==> src/rtl/seq_divider_param.sv <==
// Purpose : parametrised restoring divider, signed (DIV) or unsigned (DIVU), with divide-by-zero reporting.
// Latency : done pulses WIDTH+1 edges after the accepting start edge; a zero divisor gives done after 1 edge.
// Backpressure: a start seen while busy is ignored; a start in the done cycle is accepted because the FSM is already idle.
// Ports:
//   clk, reset                : clock, synchronous active-high reset
//   start, is_signed          : request and mode, sampled only when idle
//   dividend, divisor         : operands, captured with start
//   busy, done, div_by_zero   : status; done is a one-cycle pulse, div_by_zero holds until the next accepted start
//   quotient, remainder       : registered results (LO, HI)
//   result                    : {remainder, quotient} for a direct HI/LO load
module seq_divider_param #(
  parameter int WIDTH = 32,
  parameter int CNT_W = $clog2(WIDTH + 1)
) (
  input  logic                 clk,
  input  logic                 reset,
  input  logic                 start,
  input  logic                 is_signed,
  input  logic [WIDTH-1:0]     dividend,
  input  logic [WIDTH-1:0]     divisor,
  output logic                 busy,
  output logic                 done,
  output logic                 div_by_zero,
  output logic [WIDTH-1:0]     quotient,
  output logic [WIDTH-1:0]     remainder,
  output logic [2*WIDTH-1:0]   result
);

  typedef enum logic [1:0] {S_IDLE, S_CALC, S_FIX} state_t;

  state_t             state_q, state_d;
  logic [CNT_W-1:0]   cnt_q, cnt_d;
  // Upper WIDTH+1 bits: partial remainder; lower WIDTH bits: dividend shifting out, quotient shifting in.
  logic [2*WIDTH:0]   work_q, work_d;
  logic [WIDTH-1:0]   dvsr_q, dvsr_d;
  logic               q_neg_q, q_neg_d;
  logic               r_neg_q, r_neg_d;
  logic               dz_q, dz_d;
  logic               busy_q, busy_d;
  logic               done_q, done_d;
  logic               dbz_q, dbz_d;
  logic [WIDTH-1:0]   quot_q, quot_d;
  logic [WIDTH-1:0]   rem_q, rem_d;

  logic [WIDTH-1:0]   dvd_abs, dvs_abs, q_mag, r_mag;
  logic [WIDTH:0]     sh_upper, sub_upper;
  logic [WIDTH-2:0]   sh_lower;
  logic               take;

  always_comb begin
    state_d = state_q;
    cnt_d   = cnt_q;
    work_d  = work_q;
    dvsr_d  = dvsr_q;
    q_neg_d = q_neg_q;
    r_neg_d = r_neg_q;
    dz_d    = dz_q;
    busy_d  = busy_q;
    done_d  = 1'b0;
    dbz_d   = dbz_q;
    quot_d  = quot_q;
    rem_d   = rem_q;

    dvd_abs = (is_signed && dividend[WIDTH-1]) ? -dividend : dividend;
    dvs_abs = (is_signed && divisor[WIDTH-1])  ? -divisor  : divisor;

    // Shift left by one: the upper part picks up the next dividend bit.
    sh_upper  = work_q[2*WIDTH-1:WIDTH-1];
    sh_lower  = work_q[WIDTH-2:0];
    // The bit shifted out of the top only matters if it were ever set; it then implies a successful subtract.
    take      = work_q[2*WIDTH] | (sh_upper >= {1'b0, dvsr_q});
    sub_upper = sh_upper - {1'b0, dvsr_q};

    q_mag = work_q[WIDTH-1:0];
    r_mag = work_q[2*WIDTH-1:WIDTH];

    case (state_q)
      S_IDLE: begin
        if (start) begin
          busy_d = 1'b1;
          dbz_d  = 1'b0;
          dvsr_d = dvs_abs;
          if (divisor == '0) begin
            // Keep the raw dividend so it can be returned uncorrected as the remainder.
            dz_d    = 1'b1;
            q_neg_d = 1'b0;
            r_neg_d = 1'b0;
            work_d  = {{(WIDTH+1){1'b0}}, dividend};
            cnt_d   = '0;
            state_d = S_FIX;
          end else begin
            dz_d    = 1'b0;
            q_neg_d = is_signed & (dividend[WIDTH-1] ^ divisor[WIDTH-1]);
            r_neg_d = is_signed & dividend[WIDTH-1];
            work_d  = {{(WIDTH+1){1'b0}}, dvd_abs};
            cnt_d   = CNT_W'(WIDTH);
            state_d = S_CALC;
          end
        end
      end
      S_CALC: begin
        work_d = {(take ? sub_upper : sh_upper), sh_lower, take};
        cnt_d  = cnt_q - CNT_W'(1);
        if (cnt_q == CNT_W'(1)) begin
          state_d = S_FIX;
        end
      end
      S_FIX: begin
        if (dz_q) begin
          quot_d = '1;
          rem_d  = q_mag;
          dbz_d  = 1'b1;
        end else begin
          // Most-negative / -1 yields magnitude 2^(WIDTH-1) with a positive sign, i.e. the most-negative pattern.
          quot_d = q_neg_q ? -q_mag : q_mag;
          rem_d  = r_neg_q ? -r_mag : r_mag;
        end
        done_d  = 1'b1;
        busy_d  = 1'b0;
        cnt_d   = '0;
        state_d = S_IDLE;
      end
      default: begin
        state_d = S_IDLE;
        busy_d  = 1'b0;
      end
    endcase
  end

  always_ff @(posedge clk) begin
    if (reset) begin
      state_q <= S_IDLE;
      cnt_q   <= '0;
      work_q  <= '0;
      dvsr_q  <= '0;
      q_neg_q <= 1'b0;
      r_neg_q <= 1'b0;
      dz_q    <= 1'b0;
      busy_q  <= 1'b0;
      done_q  <= 1'b0;
      dbz_q   <= 1'b0;
      quot_q  <= '0;
      rem_q   <= '0;
    end else begin
      state_q <= state_d;
      cnt_q   <= cnt_d;
      work_q  <= work_d;
      dvsr_q  <= dvsr_d;
      q_neg_q <= q_neg_d;
      r_neg_q <= r_neg_d;
      dz_q    <= dz_d;
      busy_q  <= busy_d;
      done_q  <= done_d;
      dbz_q   <= dbz_d;
      quot_q  <= quot_d;
      rem_q   <= rem_d;
    end
  end

  assign busy        = busy_q;
  assign done        = done_q;
  assign div_by_zero = dbz_q;
  assign quotient    = quot_q;
  assign remainder   = rem_q;
  assign result      = {rem_q, quot_q};

endmodule
==> config.mk <==
export PLATFORM = sky130hd
export DESIGN_NAME = seq_divider_param
export DESIGN_NICKNAME = d
export VERILOG_FILES = /design/src/rtl/seq_divider_param.sv
export SDC_FILE = /design/constraint.sdc
export NUM_CORES = 1
export LEC_CHECK = 0
export BUFFER_PORTS_ARGS = -buffer_cell sky130_fd_sc_hd__buf_2
export CAP_MARGIN = 20
export CORE_ASPECT_RATIO = 0.75
export CORE_MARGIN = 1.5
export CORE_UTILIZATION = 55
export DETAILED_ROUTE_END_ITERATION = 8
export GPL_ROUTABILITY_DRIVEN = 0
export MAX_ROUTING_LAYER = met4
export PLACE_DENSITY = 0.74
export SYNTH_ARGS = -nofsm -noshare
export SYNTH_HDL_FRONTEND = slang
export SYNTH_SLANG_ARGS = --single-unit
export TNS_END_PERCENT = 20
==> constraint.sdc <==
create_clock -name clk -period 4.24 [get_ports clk]
set_input_delay 0.848 -clock clk [delete_from_list [all_inputs] [get_ports clk]]
set_output_delay 0.848 -clock clk [all_outputs]
set_load 0.02 [all_outputs]
Word-level counts from Yosys, hierarchy flattened:

Index checks and enable logic that the tools add are counted.
W data, S select, Z words.

* register bits: 175
* input port bits: 68
* output and inout bits: 131

* bitwise gates (word level): 5
* reductions and logical operators: 13
* eq/ne operators: 6
* multiplexer cells: 26
* add/subtract/negate cells: 6
* magnitude comparators: 1

Operators by type and width (count)
* $mux W32: 7
* $pmux W65 S2: 1
* $neg A32 Y32: 4
* $mux W65: 1
* $ge A33 B32 Y1: 1
* $mux W33: 1
* $sub A33 B32 Y33: 1
* $logic_not A32 Y1: 1
* $pmux W6 S3: 1
* $mux W6: 2
* $reduce_and A2 Y1: 5
* $mux W1: 7
* $eq A6 B1 Y1 const B: 1
* $mux W2: 3
* $ne A2 B2 Y1 const B: 3
* $sub A6 B1 Y6 const B: 1
* $pmux W1 S2: 2
* $pmux W2 S2: 1
* $reduce_bool A2 Y1: 2
* $reduce_and A3 Y1: 1
* $reduce_bool A3 Y1: 1
* $and A1 B1 Y1: 2
* $eq A2 B1 Y1 const B: 1
* $eq A2 B2 Y1 const B: 1
* other kinds (5): 6

Logic depth before layout (Yosys ltp):

* word-level depth: 5
* mapped depth: 13

Worst setup path before layout:

No wires, ideal clock.

* kind: input port to flip-flop
* from: input divisor[18]
* to: register work_q[30]
* data arrival time: 3.347 ns
* cell stages on the path: 11
* path buffers: 2
* required time: 4.166 ns
* path slack: 0.819 ns
* path through: or4_4 > or3_4 > or4_4 > or3_1 > buf_2 > and3_4 > buf_6 > o21ai_2 > xnor2_1 > nand3_1 > a31oi_1

* word-level cells in the longest chain between the ends: 4

RTL lines
* from (decl): RTL line 20 `input logic [WIDTH-1:0] divisor,`
* $logic_not A32 Y1: RTL line 83 `if (divisor == '0) begin`
* $mux W32: RTL line 83
* $mux W65: RTL line 79 `if (start) begin`
* $pmux W65 S2: RTL line 77 `case (state_q)`
* to (signal assigned): RTL line 147 `work_q <= work_d;`
* to (decl): RTL line 34 `logic [2*WIDTH:0] work_q, work_d;`

Every way passes these cells. The select of a mux whose other input is x is not followed.
A chain may end at the register's enable or synchronous reset.

Worst setup path in the final report:

* from: register work_q[31]
* to: register work_q[58]

* word-level cells in the longest chain between the ends: 4
* elaborated cells between the ends (all ways): 5
* those cells by class: 1 x add/sub; 1 x order compare; 2 x mux; 1 x bitwise

RTL lines
* $ge A33 B32 Y1: RTL line 71 `take = work_q[2*WIDTH] | (sh_upper >= {1'b0, dvsr_q});`
* $or A1 B1 Y1: RTL line 71
* $mux W33 (*): RTL line 102 `work_d = {(take ? sub_upper : sh_upper), sh_lower, take};`
* $pmux W65 S2 (*): RTL line 77

Every way passes the cells marked *; elsewhere a longest branch is shown, timed or not.

==> run summary <==
After detailed routing, the average wire length per cell comes to 18.11 um. The clock period could shrink to 3538 ps. The count of flip-flops with a built-in enable after synthesis came out at 0.

The transition at the pin with the smallest max-transition slack is 1071 ps. The final-report hold violation count came to 0. The worst reg-to-reg path cell count came out at 13. The share of synthesized flip-flops with an asynchronous set or reset is 0%.

Dividing the detail-routed via count by the number of cells gives 6.029. The filler cell count came out at 1,938. The first-pass GRT wire length came out at 54.03 mm.

The number of failing setup endpoints in the final timing report came out at 0. The total global-route track usage came out at 31.00%. The cell at the root of the clock tree is clkbuf_16.

The total number of vias is 11.62k. The height of the die is 130.7 um. The post-synthesis sequential element count came out at 175. The number of antenna diodes came out at 0. The I/O pin total is 199. The tightest hold margin came out at 458.0 ps.

The post-route setup TNS came out at 0 ps. The required time of the critical path came out at 4550 ps. The most used flip-flop cell after synthesis is dfxtp_1. The largest clock skew in the final design came out at 13.48 ps.

The cell leakage power is 5.771 nW. The power per cell area came out at 374.7 mW/mm2. The deepest level of the CTS H-tree is 4. The initial antenna violation count came to 0. In this run, distinct cell masters in the synthesized netlist total 65.

Entering global routing, the biggest net connects 102 pins. The number of design-rule violations left by the first detailed-router iteration is 1,203. The die is 173.3 um wide. The HPWL after detailed placement is 26.04 mm. The run finished with clean final reports. The worst hold path passes through 2 cells. Clock-pin slew was measured on the worst setup and hold paths at 70 ps. The wire length reported by the detailed router came out at 34.91 mm.

After routing the design area is 0.01317 mm2. Input and output buffers added on the ports amount to 198. The maximum vdd drop is 253.4 uV.

The post-synthesis instance area is 0.01196 mm2. Across the run, the number of max-cap violations was 0. The starting utilization of the core area came out at 56.32%.

By startpoint and endpoint, the worst setup path is classified as flip-flop to flip-flop. TritonCTS built the clock tree. The worst-path maximum fanout is 6. After floorplanning, the core was sized to cover 0.02124 mm2. Summing all placed instances gives a cell area of 0.01254 mm2. STA classifies the critical path endpoint as a flip-flop. The final core utilization came out at 62.00%. The count of synthesis-stage warnings from yosys came out at 0. The mean post-synth cell area is 7.673 um2. The row count came out at 46. Headroom to the max-slew limit came out at 28.57%. The smallest setup slack after layout came out at 701.8 ps. The final-report max-slew violation count is 0. In the final layout, the share of cells above drive strength 1 is 17.01%. For this run, the top clock speed supported by timing is 0.2826 GHz.

Once the clock tree was built, the setup fixing pass inserted 0 buffers. In this run the deepest clock path goes through 2 buffers. The arrival time at the worst endpoint came out at 3840 ps. Setup repair after global routing left no endpoint under its margin.

The total iterations of the first detailed-routing run came out at 5. The sequential area share after synthesis came out at 29.29%. STA classifies the critical path startpoint as a flip-flop. At the end of the flow, the number of nets in the layout was 1,738. The number of global-route vias before repair is 9,970. The min-delay analysis places its worst path in the category flip-flop to flip-flop. Buffers inserted during clock tree synthesis total 17. After global routing the overflow that remains totals 0.

In the synthesized netlist, the number of instances is 1,559. The total die area came out at 0.02265 mm2. Gates resized during post-CTS repair numbered 0. The net count after synthesis came out at 1,670. The final cycle utilization of the critical path is 83.45%. The clock latency at the later pin of the worst-skew pair is 440 ps. The clock sink count came out at 175. The post-cts hold buffer count is 0. The post-route DRC violation count is 0.

The layout overhead on the synthesized area came out at 10.08%. Once detail routing completed, the nets flagged for antenna violations numbered 0. Before CTS, the worst setup slack after placement is 387.8 ps.
==> synthesized netlist by cell type (all sizes together), types with 32 or more instances <==
cell type  number  area share [%]
or3            32             1.7
o21ai         142             6.1
a21oi          93             3.9
o22ai          50             2.6
nand2         140             4.4
mux2i          51             4.3
nor2          139             4.4
inv            54             1.7
o31ai          34             2.1
buf            77             4.9
xnor2          57             4.2
clkbuf         91             2.9
xor2           83             6.1
nor3           37             1.5
dfxtp         175              29
ha             42             4.4
==> state kept, by name (all words and copies together) (netlist names) <==
| register | flops |
|---|---|
| dz_q | 1 |
| dvsr_q | 32 |
| div_by_zero | 1 |
| done | 1 |
| state_q | 2 |
| busy | 1 |
| r_neg_q | 1 |
| remainder | 32 |
| quotient | 32 |
| cnt_q | 6 |
| q_neg_q | 1 |
| work_q | 65 |
==> worst max-delay path, stage by stage (launching register included) <==
cell	delay, ps
dfxtp_1	330
inv_1	170
ha_1	210
inv_1	60
fa_1	430
a211oi_1	310
o21ai_0	200
nand4_1	130
nand3_1	200
o31a_1	400
a41o_1	330
a211oi_1	310
xor2_1	240
o31ai_1	90
==> placed cells by master, fill, tap and decap left out, drive strengths merged, types with 17 or more instances in the layout <==
cell type  netlist  layout
buf             77     218
dfxtp          175     175
o21ai          142     142
nand2          140     140
nor2           139     139
a21oi           93      93
xor2            83      83
inv             54      59
xnor2           57      57
mux2i           51      51
o22ai           50      50
ha              42      42
nor3            37      37
o31ai           34      34
or3             32      32
a211oi          29      29
nand3           28      28
a31oi           26      26
and3            24      24
clkbuf          91      18
nand2b          17      17
==> per-stage QoR <==
step / power [mW] / instances
2_1_floorplan: 3.017 / 1559
5_1_grt: 5.165 / 1928
3_5_place_dp: 3.377 / 1894
4_1_cts: 4.890 / 1926
3_3_place_gp: 3.351 / 1894
6_report: 4.934 / 1928
==> final timing paths <==
check	to	slack, ps	startpoint
worst max register to register	work_q[58]	700	work_q[31]
worst min register to register	dvsr_q[31]	460	dvsr_q[31]
worst min-delay path	dvsr_q[31]	460	dvsr_q[31]
worst max-delay path	work_q[58]	700	work_q[31]
==> cell families after synthesis <==
| group | count (synthesis) | share of synthesized area [%] |
|---|---|---|
| simple gates | 482 | 19.20 |
| compound gates | 445 | 22.87 |
| buf+inv | 223 | 9.561 |
| flops | 175 | 29.29 |
| xor+xnor | 140 | 10.25 |
| mux | 51 | 4.268 |
| fa+ha+maj | 43 | 4.561 |
==> power breakdown <==
group | total (mW) | switching (mW) | internal, mW
clock | 1.53 | 0.746 | 0.789
sequential | 1.96 | 0.182 | 1.78
combinational | 1.44 | 0.898 | 0.539
==> area by class of cell <==
class / instances / area [um2] / share of cell area, %
clock buffers: 18 / 439.2 / 3.335
inverters: 54 / 202.7 / 1.539
well taps: 288 / 360.3 / 2.737
flip-flops and latches: 175 / 3505 / 26.62
clock inverters: 14 / 130.1 / 0.9882
repair buffers: 218 / 1184 / 8.989
multi-input cells: 1161 / 7347 / 55.80
==> routing by layer <==
metal | up-vias | track usage [%] | part of all wire, % | wire, um
met1 | 5354 | 44.95 | 47 | 16270
met4 | 0 | 7.928 | 1.8 | 618
met2 | 585 | 43.07 | 41 | 14260
li1 | 5643 | - | - | -
met3 | 41 | 6.713 | 11 | 3757
met5 | - | - | 0 | 0
No activity file was read; power rests on OpenSTA's default activity.
